--- src/rtl/argmin_stream_pkg.sv ---
// rtl/argmin_stream_pkg.sv - shared width helpers for the argmin stream selector
package argmin_stream_pkg;

   // Ceiling log2; clog2(1) == 0.
   function automatic int clog2(input int value);
      int result;
      result = 0;
      while ((1 << result) < value) result++;
      return result;
   endfunction

   // Width of a disparity index; never narrower than one bit.
   function automatic int idx_bits(input int disp);
      return (clog2(disp) < 1) ? 1 : clog2(disp);
   endfunction

   // Width of the beat counter; never narrower than one bit.
   function automatic int cnt_bits(input int beats);
      return (clog2(beats) < 1) ? 1 : clog2(beats);
   endfunction

   // Width of a lane index inside one beat; never narrower than one bit.
   function automatic int lane_bits(input int lanes);
      return (clog2(lanes) < 1) ? 1 : clog2(lanes);
   endfunction

endpackage

--- src/rtl/argmin_stream_lane_argmin.sv ---
// rtl/argmin_stream_lane_argmin.sv - combinational min/argmin over one beat of lanes
module lane_argmin
   import argmin_stream_pkg::*;
#(
   parameter int WIDTH = 8,
   parameter int LANES = 4,
   localparam int LANE_BITS = lane_bits(LANES)
) (
   input  logic [LANES*WIDTH-1:0] words,
   output logic [WIDTH-1:0]       min_value,
   output logic [LANE_BITS-1:0]   min_lane
);

   // Tree is padded to a power of two; heap layout, root at node 0,
   // leaves at LEAVES-1 .. 2*LEAVES-2, children of n at 2n+1 / 2n+2.
   localparam int LEAVES = 1 << clog2(LANES);
   localparam int NODES  = 2 * LEAVES - 1;

   // Binary reduction; the left (lower-lane) child wins ties, so all-ones
   // pad leaves, which always sit to the right of real lanes, never win.
   always_comb begin : p_tree
      automatic logic [LEAVES*WIDTH-1:0] padded;
      automatic logic [WIDTH-1:0]        node_val [NODES];
      automatic logic [LANE_BITS-1:0]    node_idx [NODES];

      padded = '1;
      padded[LANES*WIDTH-1:0] = words;

      for (int i = 0; i < LEAVES; i++) begin
         node_val[LEAVES-1+i] = padded[WIDTH*i +: WIDTH];
         node_idx[LEAVES-1+i] = LANE_BITS'(i);
      end

      for (int n = LEAVES - 2; n >= 0; n--) begin
         if (node_val[2*n+2] < node_val[2*n+1]) begin
            node_val[n] = node_val[2*n+2];
            node_idx[n] = node_idx[2*n+2];
         end else begin
            node_val[n] = node_val[2*n+1];
            node_idx[n] = node_idx[2*n+1];
         end
      end

      min_value = node_val[0];
      min_lane  = node_idx[0];
   end

endmodule

--- src/rtl/argmin_stream.sv ---
// rtl/argmin_stream.sv - streaming multi-beat winner-takes-all cost selector
module argmin_stream
   import argmin_stream_pkg::*;
#(
   parameter int WIDTH = 8,
   parameter int LANES = 4,
   parameter int BEATS = 3,
   localparam int DISP     = LANES * BEATS,
   localparam int IDX_BITS = idx_bits(DISP),
   localparam int CNT_BITS = cnt_bits(BEATS)
) (
   input  logic                   clk,
   input  logic                   rst,
   input  logic                   in_valid,
   output logic                   in_ready,
   input  logic [LANES*WIDTH-1:0] in_words,
   output logic                   out_valid,
   input  logic                   out_ready,
   output logic [WIDTH-1:0]       out_min_value,
   output logic [IDX_BITS-1:0]    out_min_index
);

   localparam int                 LANE_BITS = lane_bits(LANES);
   localparam logic [CNT_BITS-1:0] LAST_BEAT = CNT_BITS'(BEATS - 1);

   logic [CNT_BITS-1:0]  beat_cnt_q, beat_cnt_d;
   logic [WIDTH-1:0]     run_val_q, run_val_d;
   logic [IDX_BITS-1:0]  run_idx_q, run_idx_d;
   logic                 out_valid_q, out_valid_d;
   logic [WIDTH-1:0]     out_val_q, out_val_d;
   logic [IDX_BITS-1:0]  out_idx_q, out_idx_d;

   logic [WIDTH-1:0]     beat_min;
   logic [LANE_BITS-1:0] beat_lane;
   logic [IDX_BITS-1:0]  beat_idx;
   logic                 is_first, is_last, accept, take_beat;
   logic [WIDTH-1:0]     sel_val;
   logic [IDX_BITS-1:0]  sel_idx;

   lane_argmin #(
      .WIDTH (WIDTH),
      .LANES (LANES)
   ) u_lane_argmin (
      .words     (in_words),
      .min_value (beat_min),
      .min_lane  (beat_lane)
   );

   // Handshake, running comparison and next-state for counter, running min and result.
   always_comb begin
      is_first  = (beat_cnt_q == '0);
      is_last   = (beat_cnt_q == LAST_BEAT);
      in_ready  = !is_last || !out_valid_q || out_ready;
      accept    = in_valid && in_ready;
      beat_idx  = IDX_BITS'(int'(beat_cnt_q) * LANES + int'(beat_lane));

      // Strict compare keeps the earlier (lower-index) beat on ties.
      take_beat = is_first || (beat_min < run_val_q);
      sel_val   = take_beat ? beat_min : run_val_q;
      sel_idx   = take_beat ? beat_idx : run_idx_q;

      beat_cnt_d  = beat_cnt_q;
      run_val_d   = run_val_q;
      run_idx_d   = run_idx_q;
      out_valid_d = out_valid_q;
      out_val_d   = out_val_q;
      out_idx_d   = out_idx_q;

      if (out_valid_q && out_ready) out_valid_d = 1'b0;

      if (accept) begin
         run_val_d = sel_val;
         run_idx_d = sel_idx;
         if (is_last) begin
            beat_cnt_d  = '0;
            out_val_d   = sel_val;
            out_idx_d   = sel_idx;
            out_valid_d = 1'b1;
         end else begin
            beat_cnt_d  = beat_cnt_q + CNT_BITS'(1);
         end
      end
   end

   // State registers; reset discards any partially accumulated pixel.
   always_ff @(posedge clk or posedge rst) begin
      if (rst) begin
         beat_cnt_q  <= '0;
         run_val_q   <= '0;
         run_idx_q   <= '0;
         out_valid_q <= 1'b0;
         out_val_q   <= '0;
         out_idx_q   <= '0;
      end else begin
         beat_cnt_q  <= beat_cnt_d;
         run_val_q   <= run_val_d;
         run_idx_q   <= run_idx_d;
         out_valid_q <= out_valid_d;
         out_val_q   <= out_val_d;
         out_idx_q   <= out_idx_d;
      end
   end

   assign out_valid     = out_valid_q;
   assign out_min_value = out_val_q;
   assign out_min_index = out_idx_q;

endmodule
--- config.mk ---
export PLATFORM = sky130hd
export DESIGN_NAME = argmin_stream
export DESIGN_NICKNAME = d
export VERILOG_FILES = /design/src/rtl/argmin_stream_pkg.sv /design/src/rtl/argmin_stream_lane_argmin.sv /design/src/rtl/argmin_stream.sv
export SDC_FILE = /design/constraint.sdc
export NUM_CORES = 1
export LEC_CHECK = 0
export BUFFER_PORTS_ARGS = -buffer_cell sky130_fd_sc_hd__buf_4
export CORE_MARGIN = 5
export CORE_UTILIZATION = 55
export CTS_BUF_LIST = sky130_fd_sc_hd__clkbuf_4
export DETAILED_ROUTE_END_ITERATION = 12
export PLACE_DENSITY_LB_ADDON = 0.08
export SYNTH_ARGS = -nofsm -noshare
export SYNTH_HDL_FRONTEND = slang
export SYNTH_SLANG_ARGS = --single-unit
--- constraint.sdc ---
create_clock -name clk -period 2.71 [get_ports clk]
set_input_delay 0.1355 -clock clk [delete_from_list [all_inputs] [get_ports clk]]
set_output_delay 0.1355 -clock clk [all_outputs]
set_load 0.01 [all_outputs]
# Yosys cells after proc, flatten, opt, wreduce, memory -nomap -nowiden
# Index checks and enable logic that the tools add are counted.
[op_classes] n_addsub=2 multipliers=0 div_mod_pow=0 n_lt_le_gt_ge=4 n_eq_ne=1 shifts=0 muxes=12 bitwise_logic=0 n_reduce_logical=9
[ops] operator="$lt A8 B8 Y1" count=4
[ops] operator="$mux W8" count=4
[ops] operator="$mux W1" count=5
[ops] operator="$add A4 B2 Y4" count=1
[ops] operator="$mux W2" count=2
[ops] operator="$mux W4" count=1
[ops] operator="$logic_or A1 B1 Y1" count=3
[ops] operator="$add A2 B1 Y2 const B" count=1
[ops] operator="$eq A2 B2 Y1 const B" count=1
[ops] operator="$logic_and A1 B1 Y1" count=2
[ops] operator="$logic_not A1 Y1" count=2
[ops] operator="$logic_not A2 Y1" count=1
[ops] operator="$reduce_and A2 Y1" count=1
[totals] register_bits=27 latchBits=0 ramBits=0 romBits=0 inputBits=36 output_inout_bits=14 word_cells=34 n_memories=0

# Longest topological paths before layout
# Gate-level depths: netlist (run 1).
[logic_depth] ltp_word=7 mapped_depth=23 depth_no_buf=21

# By module
# From an unflattened synthesis (run 1), not the netlist that was laid out.
[unflattened] hier_cells=232 area_unflattened_um2=2262.2
[modules_own_cells] mod="argmin_stream" instances=1 cells_per_inst=130 area_per_inst_um2=1450.1 seq_area_each_um2=675.6
[modules_own_cells] mod="lane_argmin" instances=1 cells_per_inst=102 area_per_inst_um2=812.0 seq_area_each_um2=0.0

# Worst setup path after synthesis (run 1)
# Ideal clock, no wire load.
[synth_timing] path_type="input port to flip-flop" start="input in_words[21]" end="register run_idx_q[0]" setup_time_ps=125 arrival_time_ps=4710 t_required_ps=2585 setup_slack_ps=-2125 stages=22 n_path_buf=1 cell_sequence="inv_1 ha_1 a211oi_1 o21bai_1 a21o_1 clkbuf_1 mux2i_1 inv_1 ha_1 a21o_1 a21oi_1 o21bai_1 nor2_1 a22oi_1 and3_1 ha_1 a21o_1 a21o_1 a221o_1 a21oi_4 o21ai_4 mux2_4"
[synth_between] elab_chain_cells=7 elab_cells_between_ends=10 cone_classes="1 x add/sub; 3 x order compare; 5 x mux; 1 x reduce/logical"
[synth_rtl] element="start, declared" line_no="argmin_stream.sv:16" rtl="input logic [LANES*WIDTH-1:0] in_words,"
[synth_rtl] element="$lt A8 B8 Y1" line_no="argmin_stream_lane_argmin.sv:35" rtl="if (node_val[2*n+2] < node_val[2*n+1]) begin"
[synth_rtl] element="$mux W8" line_no="argmin_stream_lane_argmin.sv:35"
[synth_rtl] element="$lt A8 B8 Y1" line_no="argmin_stream_lane_argmin.sv:35"
[synth_rtl] element="$mux W8" line_no="argmin_stream_lane_argmin.sv:35"
[synth_rtl] element="$lt A8 B8 Y1" line_no="argmin_stream.sv:58" rtl="take_beat = is_first || (beat_min < run_val_q);"
[synth_rtl] element="$logic_or A1 B1 Y1" line_no="argmin_stream.sv:58"
[synth_rtl] element="$mux W4 *" line_no="argmin_stream.sv:60" rtl="sel_idx = take_beat ? beat_idx : run_idx_q;"
[synth_rtl] element="end signal, assigned" line_no="argmin_stream.sv:97" rtl="run_idx_q <= run_idx_d;"
[synth_rtl] element="end, declared" line_no="argmin_stream.sv:28" rtl="logic [IDX_BITS-1:0] run_idx_q, run_idx_d;"
# Mark *: on every way between the ends. The rest lies on a longest branch, timed or not.
# A chain may end at the register's enable or synchronous reset.

# Final worst setup path (run 1)
[layout_timing] start="input in_words[23]" end="register out_val_q[4] (netlist: out_min_value[4])"
[layout_between] elab_chain_cells=7
[layout_rtl] element="$lt A8 B8 Y1" line_no="argmin_stream_lane_argmin.sv:35"
[layout_rtl] element="$mux W8 *" line_no="argmin_stream_lane_argmin.sv:35"
[layout_rtl] element="$lt A8 B8 Y1" line_no="argmin_stream_lane_argmin.sv:35"
[layout_rtl] element="$mux W8 *" line_no="argmin_stream_lane_argmin.sv:35"
[layout_rtl] element="$lt A8 B8 Y1" line_no="argmin_stream.sv:58"
[layout_rtl] element="$logic_or A1 B1 Y1" line_no="argmin_stream.sv:58"
[layout_rtl] element="$mux W8 *" line_no="argmin_stream.sv:59" rtl="sel_val = take_beat ? beat_min : run_val_q;"
[layout_rtl] element="end signal, assigned" line_no="argmin_stream.sv:99" rtl="out_val_q <= out_val_d;"
[layout_rtl] element="end, declared" line_no="argmin_stream.sv:30" rtl="logic [WIDTH-1:0] out_val_q, out_val_d;"
# Marks and branches as above.

==> reports/qor.yml, run 1 <==
timing:
  whs_ns: 0.0171
  tightest_slew_ns: 1.03
  rsz0062_at_grt: "true"
  slew_headroom_pct: 31.4
  finClkSkew_ns: 0.0105
  maxSlewViolCount: 0
  fmax_ghz: 0.208
  setup_viol: 24
  min_period_over_period_pct: 177
  min_period_ns: 4.80
  hold_viol_final: 0
  worst_slack_ns: -2.09
cts:
  htree_num_levels: 1
  cts.sinks: 27
  numCtsBuffers: 3
  clk_pin_slew_ns: 0.16
  cts-root-buf: "clkbuf_4"
  cts_tree: "yes"
  clk_latency_ns: 0.36
  clockBufferDepth: 2
layout:
  nets: 461
  final_core_util_pct: 96.5
  drive_above_1_share_pct: 57.6
  fin_area_mm2: 0.00414
  fillers: 79
  syn_to_final_growth_pct: 73.2
floorplanning:
  rows: 24
  initial_core_util_pct: 55.7
  chipHeight_um: 76.0
  core_area_mm2: 0.00429
  dieWidth_um: 76.0
  io_pins: 50
  design.die.area_mm2: 0.00577
routing:
  wl_um: 14100
  ant_nets: 0
  drt_iter0_drc: 475
  detailedRoute.firstPassIterationCount: 6
  drc_errors: 0
  vias_per_cell: 7.38
  detail_route.wl_per_cell_um: 31.5
  vias: 3314
worst_setup_path:
  worstPathRequired_ns: 2.92
  crit_path_end_kind: "flop"
  cp_cell_sequence: "buf_8 -> inv_4 -> ha_4 -> o21ai_0 -> o21bai_1 -> a21o_1 -> buf_6 -> mux2i_4 -> inv_1 -> ha_1 -> a21oi_4 -> nor2_2 -> nor2_4 -> nand4_1 -> and3_4 -> ha_1 -> a21o_1 -> a21o_1 -> a221o_1 -> a21oi_4 -> buf_12 -> mux2i_1 -> o21ai_1"
  arrival_ns: 5.01
  cp_top_family: "compound AO/OA/AOI/OAI gates"
  critPathMostFrequentCell: "a21o_1"
  crit_type: "input pin to flop"
  cp-start-kind: "input pin"
  cpPeakStageDelay_ns: 0.43
  cp_max_fo: 6
  cpMaxStageDelayCell: "ha_1"
  crit_buf_inv: 5
min_path:
  hold_class: "input pin to asynchronous set/reset pin"
logic_synthesis:
  syn-num-nets: 329
  ys_seq_elements: 27
  yosysMostFrequentCell: "inv_1"
  yosysWarnings: 0
  synth_top_area_share_pct: 28.2
  synth_area_leaders: "dfrtp_1, ha_1, mux2i_1"
  async_flop_share_pct: 100
  synth_cell_types: 36
  synth_seq_area_share_pct: 28.2
  syn_area_per_cell_um2: 9.03
  syn_area_mm2: 0.00239
  netlist_instances: 265
  synth_area_leader_cell: "dfrtp_1"
  synth_ff_type: "dfrtp_1"
  synth.top_cells.by_count: "inv_1, ha_1, dfrtp_1"
  synth-edff-count: 0
global_route:
  antenna_found_initial: 1
  met3_usage_pct: 3.20
  grt_pass1_vias: 2758
  grt_overflow_total: 0
  grt_use_met1_pct: 29.0
  grt_use_total_pct: 27.1
  grt.busiest_layer: "met2"
  grt_pass1_wl_um: 12900
  grt_use_met2_pct: 51.7
  grt_start_max_net_pins: 28
placed_design:
  post-place-ws_ns: -1.99
  dpl.hpwl_um: 4980
  dpl_cell_area_mm2: 0.00341
  place.gp.congestion: 0.854
  portBuffers: 49
pwr:
  irDropWorstVdd_mv: 0.552
  total_leakage_power_uw: 0.00200
  power_uw: 3970
  p_per_area_mw_per_mm2: 957
run_status:
  status: "complete, but fails checks"
  violations: "negative setup slack"
job:
  cap_viol_max_count: 0
[layout by cell type (no fill, tap or decap), types with 3 or more instances in the layout]
cell / synthesis / layout
buf_4: 0 / 108
inv_1: 38 / 31
dfrtp_1: 27 / 27
nand2_1: 23 / 23
ha_4: 0 / 15
buf_6: 2 / 15
o21ai_1: 15 / 11
ha_1: 28 / 11
nand4_1: 10 / 10
mux2i_1: 25 / 10
mux2_4: 9 / 10
mux2i_4: 0 / 9
a21oi_2: 0 / 8
o211ai_1: 8 / 8
o21ai_2: 0 / 7
mux2i_2: 1 / 7
a22oi_2: 0 / 6
a21o_1: 5 / 5
and3_4: 0 / 5
buf_8: 0 / 5
o21ai_0: 7 / 4
and3_1: 9 / 4
clkbuf_4: 0 / 4
buf_12: 0 / 4
a21oi_1: 12 / 3
nand3_1: 4 / 3
nor2_4: 0 / 3
nor2_1: 7 / 3
inv_2: 0 / 3
inv_4: 0 / 3
[power breakdown]
part           internal, uW  switching [uW]  total [uW]
Sequential              594             239         833
Combinational          1500            1430        2930
Clock                  68.2             136         204
[area by class of cell]
class	count	area, um^2	area share (%)
Clock buffer	4	30.0	0.725
Tap cell	52	65.1	1.57
Antenna cell	1	2.50	0.0604
Multi-Input combinational cell	193	2050	49.4
Timing Repair Buffer	134	1170	28.2
Inverter	38	155	3.74
Sequential cell	27	676	16.3
[metal layers]
| metal | wire [um] | vias to the layer above | part of all wire, % |
|---|---|---|---|
| li1 | - | 1224 | - |
| met3 | 1790 | 192 | 13 |
| met4 | 1840 | 0 | 13 |
| met2 | 6210 | 407 | 44 |
| met1 | 4300 | 1491 | 30 |
| met5 | 0 | - | 0 |
[through the flow]
step                cells  TNS [ns]
floorplan             265    -35.61
global placement      419    -41.72
detailed placement    419    -45.60
CTS                   440    -33.54
global route          449    -54.75
finish                449    -48.59
[sequential cells by signal, indices dropped and copies added (netlist names)]
register and cells:
out_valid 1, beat_cnt_q 2, run_val_q 8, run_idx_q 4, out_min_index 4, out_min_value 8
[logic make-up (layout without fill, tap and decap cells)]
logic type,count (synthesis),in the layout,synth area share (%)
other,0,1,0
buffers and inverters,45,176,7.69
and+or+nand+nor,61,61,12.7
adders and majority gates,28,28,14.6
AOI/OAI and AO/OA,66,66,18.6
DFF,27,27,28.2
muxes,38,38,18.1
[final timing paths]
path | to | start | slack [ns] | cells after the start
min | out_min_value[0] | rst | 0.02 | 2
max reg2reg | out_min_value[1] | beat_cnt_q[1] | -0.09 | 6
max | out_min_value[4] | in_words[23] | -2.09 | 23
min in group clk | beat_cnt_q[0] | in_valid | 0.12 | 2
max in group asynchronous | run_idx_q[1] | rst | 2.07 | 2
min reg2reg | out_min_index[3] | out_min_index[3] | 0.55 | 2
[timing repair]
action,in CTS,in global routing
hold buffers,1,0
resized for setup,52,45
endpoints found under the hold margin,1,0
gates cloned,0,1
pin swaps,36,25
setup buffers,16,7
setup endpoints to repair,24,24
No activity file was read; power rests on OpenSTA's default activity.
==> run 2: changes to the inputs <==
--- a/config.mk
+++ b/config.mk
@@ -10,6 +10,7 @@
 export CORE_UTILIZATION = 55
 export CTS_BUF_LIST = sky130_fd_sc_hd__clkbuf_4
 export DETAILED_ROUTE_END_ITERATION = 12
+export HOLD_SLACK_MARGIN = 0.1
 export PLACE_DENSITY_LB_ADDON = 0.08
 export SYNTH_ARGS = -nofsm -noshare
 export SYNTH_HDL_FRONTEND = slang
==> run 2 against run 1 <==
Against the previous run:
- the flow still finishes with violations (negative setup slack)
- first-iteration DRC count is 37% lower
- wire length is 12% lower
- clock-buffer cell count stayed put
==> reports/qor.yml, run 2 (synthesis results as in run 1) <==
run_status:
  status: "complete, but fails checks"
  violations: "negative setup slack"
layout:
  diodes: 0
  register_area_um2: 676
  final_core_util_pct: 96.7
  final_common_cell: "buf_4"
  nets: 464
  fillers: 82
  multiInputGateArea_mm2: 0.00204
  drive_above_1_share_pct: 57.1
  fin_area_mm2: 0.00415
  layout_common_cells: "buf_4, inv_1, dfrtp_1, nand2_1"
  syn_to_final_growth_pct: 73.6
floorplanning:
  rows: 24
  dieWidth_um: 76.0
  chipHeight_um: 76.0
  io_pins: 50
  core_area_mm2: 0.00429
  initial_core_util_pct: 55.7
  design.die.area_mm2: 0.00577
timing:
  fmax_ghz: 0.212
  rsz0062_at_grt: "true"
  finClkSkew_ns: 0.00178
  hold_viol_final: 0
  min_period_ns: 4.73
  worst_slack_ns: -2.02
  tightest_slew_ns: 1.04
  maxSlewViolCount: 0
  min_period_over_period_pct: 174
  slew_headroom_pct: 30.9
  setup_tns_ns: -45.52
  setup_viol: 24
cts:
  htree_num_levels: 1
  cts-root-buf: "clkbuf_4"
  clk_pin_slew_ns: 0.15
  cts_tree: "yes"
  cts.sinks: 27
  numCtsBuffers: 3
  clockBufferDepth: 2
  clk_latency_ns: 0.34
worst_setup_path:
  cp_max_fo: 7
  cpMaxStageDelayCell: "o311a_1"
  cpPeakStageDelay_ns: 0.39
  r2r_slack_ns: 0.15
  arrival_ns: 4.97
  crit_type: "input pin to flop"
  r2r_cells: 9
  crit_path_end_kind: "flop"
  cp-start-kind: "input pin"
  worstPathRequired_ns: 2.96
global_route:
  grt_overflow_total: 0
  grt_pass1_wl_um: 13200
  antenna_found_initial: 0
  grt_start_max_net_pins: 28
  grt_pass1_vias: 2752
  grt_use_total_pct: 27.6
routing:
  detailedRoute.firstPassIterationCount: 5
  wl_um: 12500
  drc_errors: 0
  detail_route.wl_per_cell_um: 27.6
  drt_iter0_drc: 299
  ant_nets: 0
  vias_per_cell: 6.89
  vias: 3107
placed_design:
  post-place-ws_ns: -1.99
  dpl_cell_area_mm2: 0.00341
  place.gp.congestion: 0.854
  portBuffers: 49
  dpl.hpwl_um: 4980
pwr:
  p_per_area_mw_per_mm2: 906
  total_leakage_power_uw: 0.00199
  power_uw: 3760
  irDropWorstVdd_mv: 0.441
min_path:
  hold_class: "flop to flop"
  holdPathStages: 2
job:
  cap_viol_max_count: 0
-- run 2: cell types whose count changed in the layout (fill, tap and decap cells not counted), moves of 3 or more --
| cell | delta |
|---|---|
| ha_2 | +3 |
| o21ai_1 | +4 |
| ha_1 | -3 |
| o21ai_2 | -4 |
-- run 2: worst paths after layout --
| path | from | end |
|---|---|---|
| setup / recovery | in_words[21] | run_val_q[5] |
| hold / removal | out_min_index[1] | out_min_index[1] |
| setup reg to reg | run_val_q[5] | run_val_q[5] |
| hold reg to reg | out_min_index[1] | out_min_index[1] |
| max in group asynchronous | rst | run_val_q[2] |
| min in group asynchronous | rst | out_min_index[0] |
-- run 2: metal layers --
| metal | GRT usage (%) | part of all wire (%) | routed length, um | vias up |
|---|---|---|---|---|
| li1 | - | - | - | 1225 |
| met3 | 4.27 | 8.3 | 1030 | 126 |
| met4 | 15.5 | 11 | 1340 | 0 |
| met1 | 29.8 | 34 | 4230 | 1439 |
| met2 | 50.4 | 47 | 5860 | 317 |
| met5 | 0 | 0 | 0 | - |
-- run 2: repair_timing --
action	in CTS	in global routing
resized for setup	52	43
endpoints found under the setup margin	24	24
setup buffers	16	8
pin swaps	36	23
hold buffers	3	0
endpoints found under the hold margin	30	0
gates cloned	0	1
-- run 2: critical path, delay by kind of cell --
family	cells	cell delay, ns
buffers and inverters	6	0.75
adder cells (fa/ha/maj)	3	0.81
AO/OA/AOI/OAI	11	2.16
multiplexers	2	0.56
AND/OR/NAND/NOR	3	0.52
-- run 2: metrics by stage --
step / cells / hold slack, ns
4_1_cts: 442 / 0.489
6_report: 451 / 0.524
3_3_place_gp: 419 / 0.311
2_1_floorplan: 265 / 0.188
5_1_grt: 451 / 0.520
3_5_place_dp: 419 / 0.310
-- run 2: area by class of cell --
type | instances | area share [%]
repair buffers | 137 | 28.7
multi-input cells | 193 | 49.1
well taps | 52 | 1.57
inverters | 38 | 3.74
clock buffers | 4 | 0.723
flip-flops and latches | 27 | 16.3
-- run 2: report_power, final --
group          internal [uW]  switching, uW
Sequential               594            205
Clock                   68.1            130
Combinational           1440           1320
Total                   2110           1650
==> run 3: changes to the inputs <==
--- a/config.mk
+++ b/config.mk
@@ -7,7 +7,7 @@
 export LEC_CHECK = 0
 export BUFFER_PORTS_ARGS = -buffer_cell sky130_fd_sc_hd__buf_4
 export CORE_MARGIN = 5
-export CORE_UTILIZATION = 55
+export CORE_UTILIZATION = 44
 export CTS_BUF_LIST = sky130_fd_sc_hd__clkbuf_4
 export DETAILED_ROUTE_END_ITERATION = 12
 export HOLD_SLACK_MARGIN = 0.1
==> run 3 against run 2 <==
Against the previous run:
- the flow still finishes with violations (negative setup slack)
- setup slack better by 0.40 ns
- die area increased by 22%
- final cell count rose by 1.6%
- clock skew increased by 0.0055 ns
- critical path type unchanged
==> reports/qor.yml, run 3 (synthesis results as in run 1) <==
routing:
  drt_iter0_drc: 63
  detail_route.wl_per_cell_um: 12.8
  vias_per_cell: 5.05
  detailedRoute.firstPassIterationCount: 4
  wl_um: 5860
  ant_nets: 0
  drc_errors: 0
  vias: 2311
layout:
  drive_above_1_share_pct: 44.6
  layout.cells.non_filler: 458
  diodes: 0
  final_common_cell: "buf_4"
  layout_common_cells: "buf_4, inv_1, dfrtp_1, nand2_1, ha_1"
  nets: 453
  fillers: 431
  syn_to_final_growth_pct: 54.4
worst_setup_path:
  arrival_ns: 4.54
  worstPathRequired_ns: 2.92
  crit_type: "input pin to flop"
  crit_path_end_kind: "flop"
  cp-start-kind: "input pin"
  r2r_cells: 9
  cp_max_fo: 10
cts:
  clockBufferDepth: 2
  clk_latency_ns: 0.32
  cts.sinks: 27
  clk_pin_slew_ns: 0.14
  numCtsBuffers: 3
  htree_num_levels: 1
  cts_tree: "yes"
  cts-root-buf: "clkbuf_4"
timing:
  hold_viol_final: 0
  maxSlewViolCount: 0
  min_period_ns: 4.32
  worst_slack_ns: -1.61
  rsz0062_at_grt: "true"
  fmax_ghz: 0.231
  min_period_over_period_pct: 160
  slew_headroom_pct: 34.9
  whs_ns: 0.485
  setup_viol: 24
  finClkSkew_ns: 0.00731
  tightest_slew_ns: 0.975
run_status:
  violations: "negative setup slack"
  status: "complete, but fails checks"
pwr:
  total_leakage_power_uw: 0.00191
  p_per_area_mw_per_mm2: 781
  irDropWorstVdd_mv: 0.481
placed_design:
  dpl.hpwl_um: 4860
  portBuffers: 49
  place_inst: 442
  place.gp.congestion: 0.778
global_route:
  grt_pass1_vias: 2304
  grt_pass1_wl_um: 10200
  grt_overflow_total: 0
  antenna_found_initial: 0
  grt_start_max_net_pins: 28
  grt_use_total_pct: 16.9
job:
  cap_viol_max_count: 0
floorplanning:
  core_area_mm2: 0.00520
  dieWidth_um: 83.7
  rows: 26
  chipHeight_um: 83.7
  design.die.area_mm2: 0.00701
  initial_core_util_pct: 46.0
  io_pins: 50
min_path:
  hold_class: "flop to flop"
  holdPathStages: 2
run 3: cell count changes in the layout (fill, tap and decap cells not counted), moves of 7 or more:
cell,change
inv_1,+8
ha_1,+14
ha_4,-10
mux2i_4,-7
buf_6,-9
run 3: area by class of cell:
class,count,area (um^2),area share [%]
Sequential cell,27,676,18.3
Timing Repair Buffer,126,1020,27.5
Tap cell,70,87.6,2.37
Clock inverter,1,5.00,0.136
Clock buffer,3,22.5,0.610
Multi-Input combinational cell,193,1740,47.1
Inverter,38,148,4.00
run 3: repair_timing:
action / in CTS / in global routing
buffers inserted: 6 / 4
pin swaps: 7 / 5
hold buffers: 3 / 0
gates resized for setup: 12 / 12
endpoints found under the setup margin: 24 / 24
cloned: 0 / 0
endpoints found under the hold margin: 29 / 0
run 3: worst paths after layout:
kind	start	to	slack (ns)
worst min register to register	out_min_index[3]	out_min_index[3]	0.49
worst min-delay path	out_min_index[3]	out_min_index[3]	0.49
worst max-delay path	in_words[9]	run_val_q[4]	-1.61
worst max register to register	run_val_q[5]	run_val_q[4]	0.42
max in group asynchronous	rst	out_min_value[1]	1.53
min in group asynchronous	rst	out_min_index[0]	0.59
run 3: stage by stage:
step	worst slack [ns]	area, um^2	util, %	setup TNS [ns]	total power, uW
global placement	-1.90	3460	66.5	-44.12	2460
floorplan	-1.58	2570	-	-35.61	1890
finish	-1.61	3690	71.0	-37.05	2890
detailed placement	-1.99	3460	66.5	-46.14	2510
global route	-1.76	3690	71.0	-40.97	3130
CTS	-1.56	3630	69.8	-35.76	2810
run 3: metal layers:
layer | routed length (um) | global-route usage [%]
met1 | 2620 | 21.5
met2 | 2980 | 30.8
met3 | 199 | 1.68
met4 | 58 | 3.51
met5 | 0 | 0
run 3: worst max-delay path, stage by stage:
cell	delay, ns
buf_8	0.10
ha_4	0.22
a2111o_1	0.42
a21oi_2	0.22
buf_6	0.16
mux2i_4	0.26
ha_4	0.23
a21o_1	0.16
a21oi_2	0.16
buf_4	0.15
o21bai_4	0.09
nor2_4	0.20
a22oi_1	0.12
and3_1	0.20
ha_1	0.31
a211o_1	0.25
a221o_1	0.34
a21oi_4	0.23
o21ai_4	0.10
buf_12	0.16
mux2_4	0.29
run 3: where the power goes:
part | leakage, uW | internal, uW | switching (uW) | total, uW
sequential | 0.000329 | 594 | 136 | 730
clock | 0.0000177 | 55.3 | 110 | 166
combinational | 0.00156 | 1110 | 877 | 1990
total | 0.00191 | 1760 | 1120 | 2890
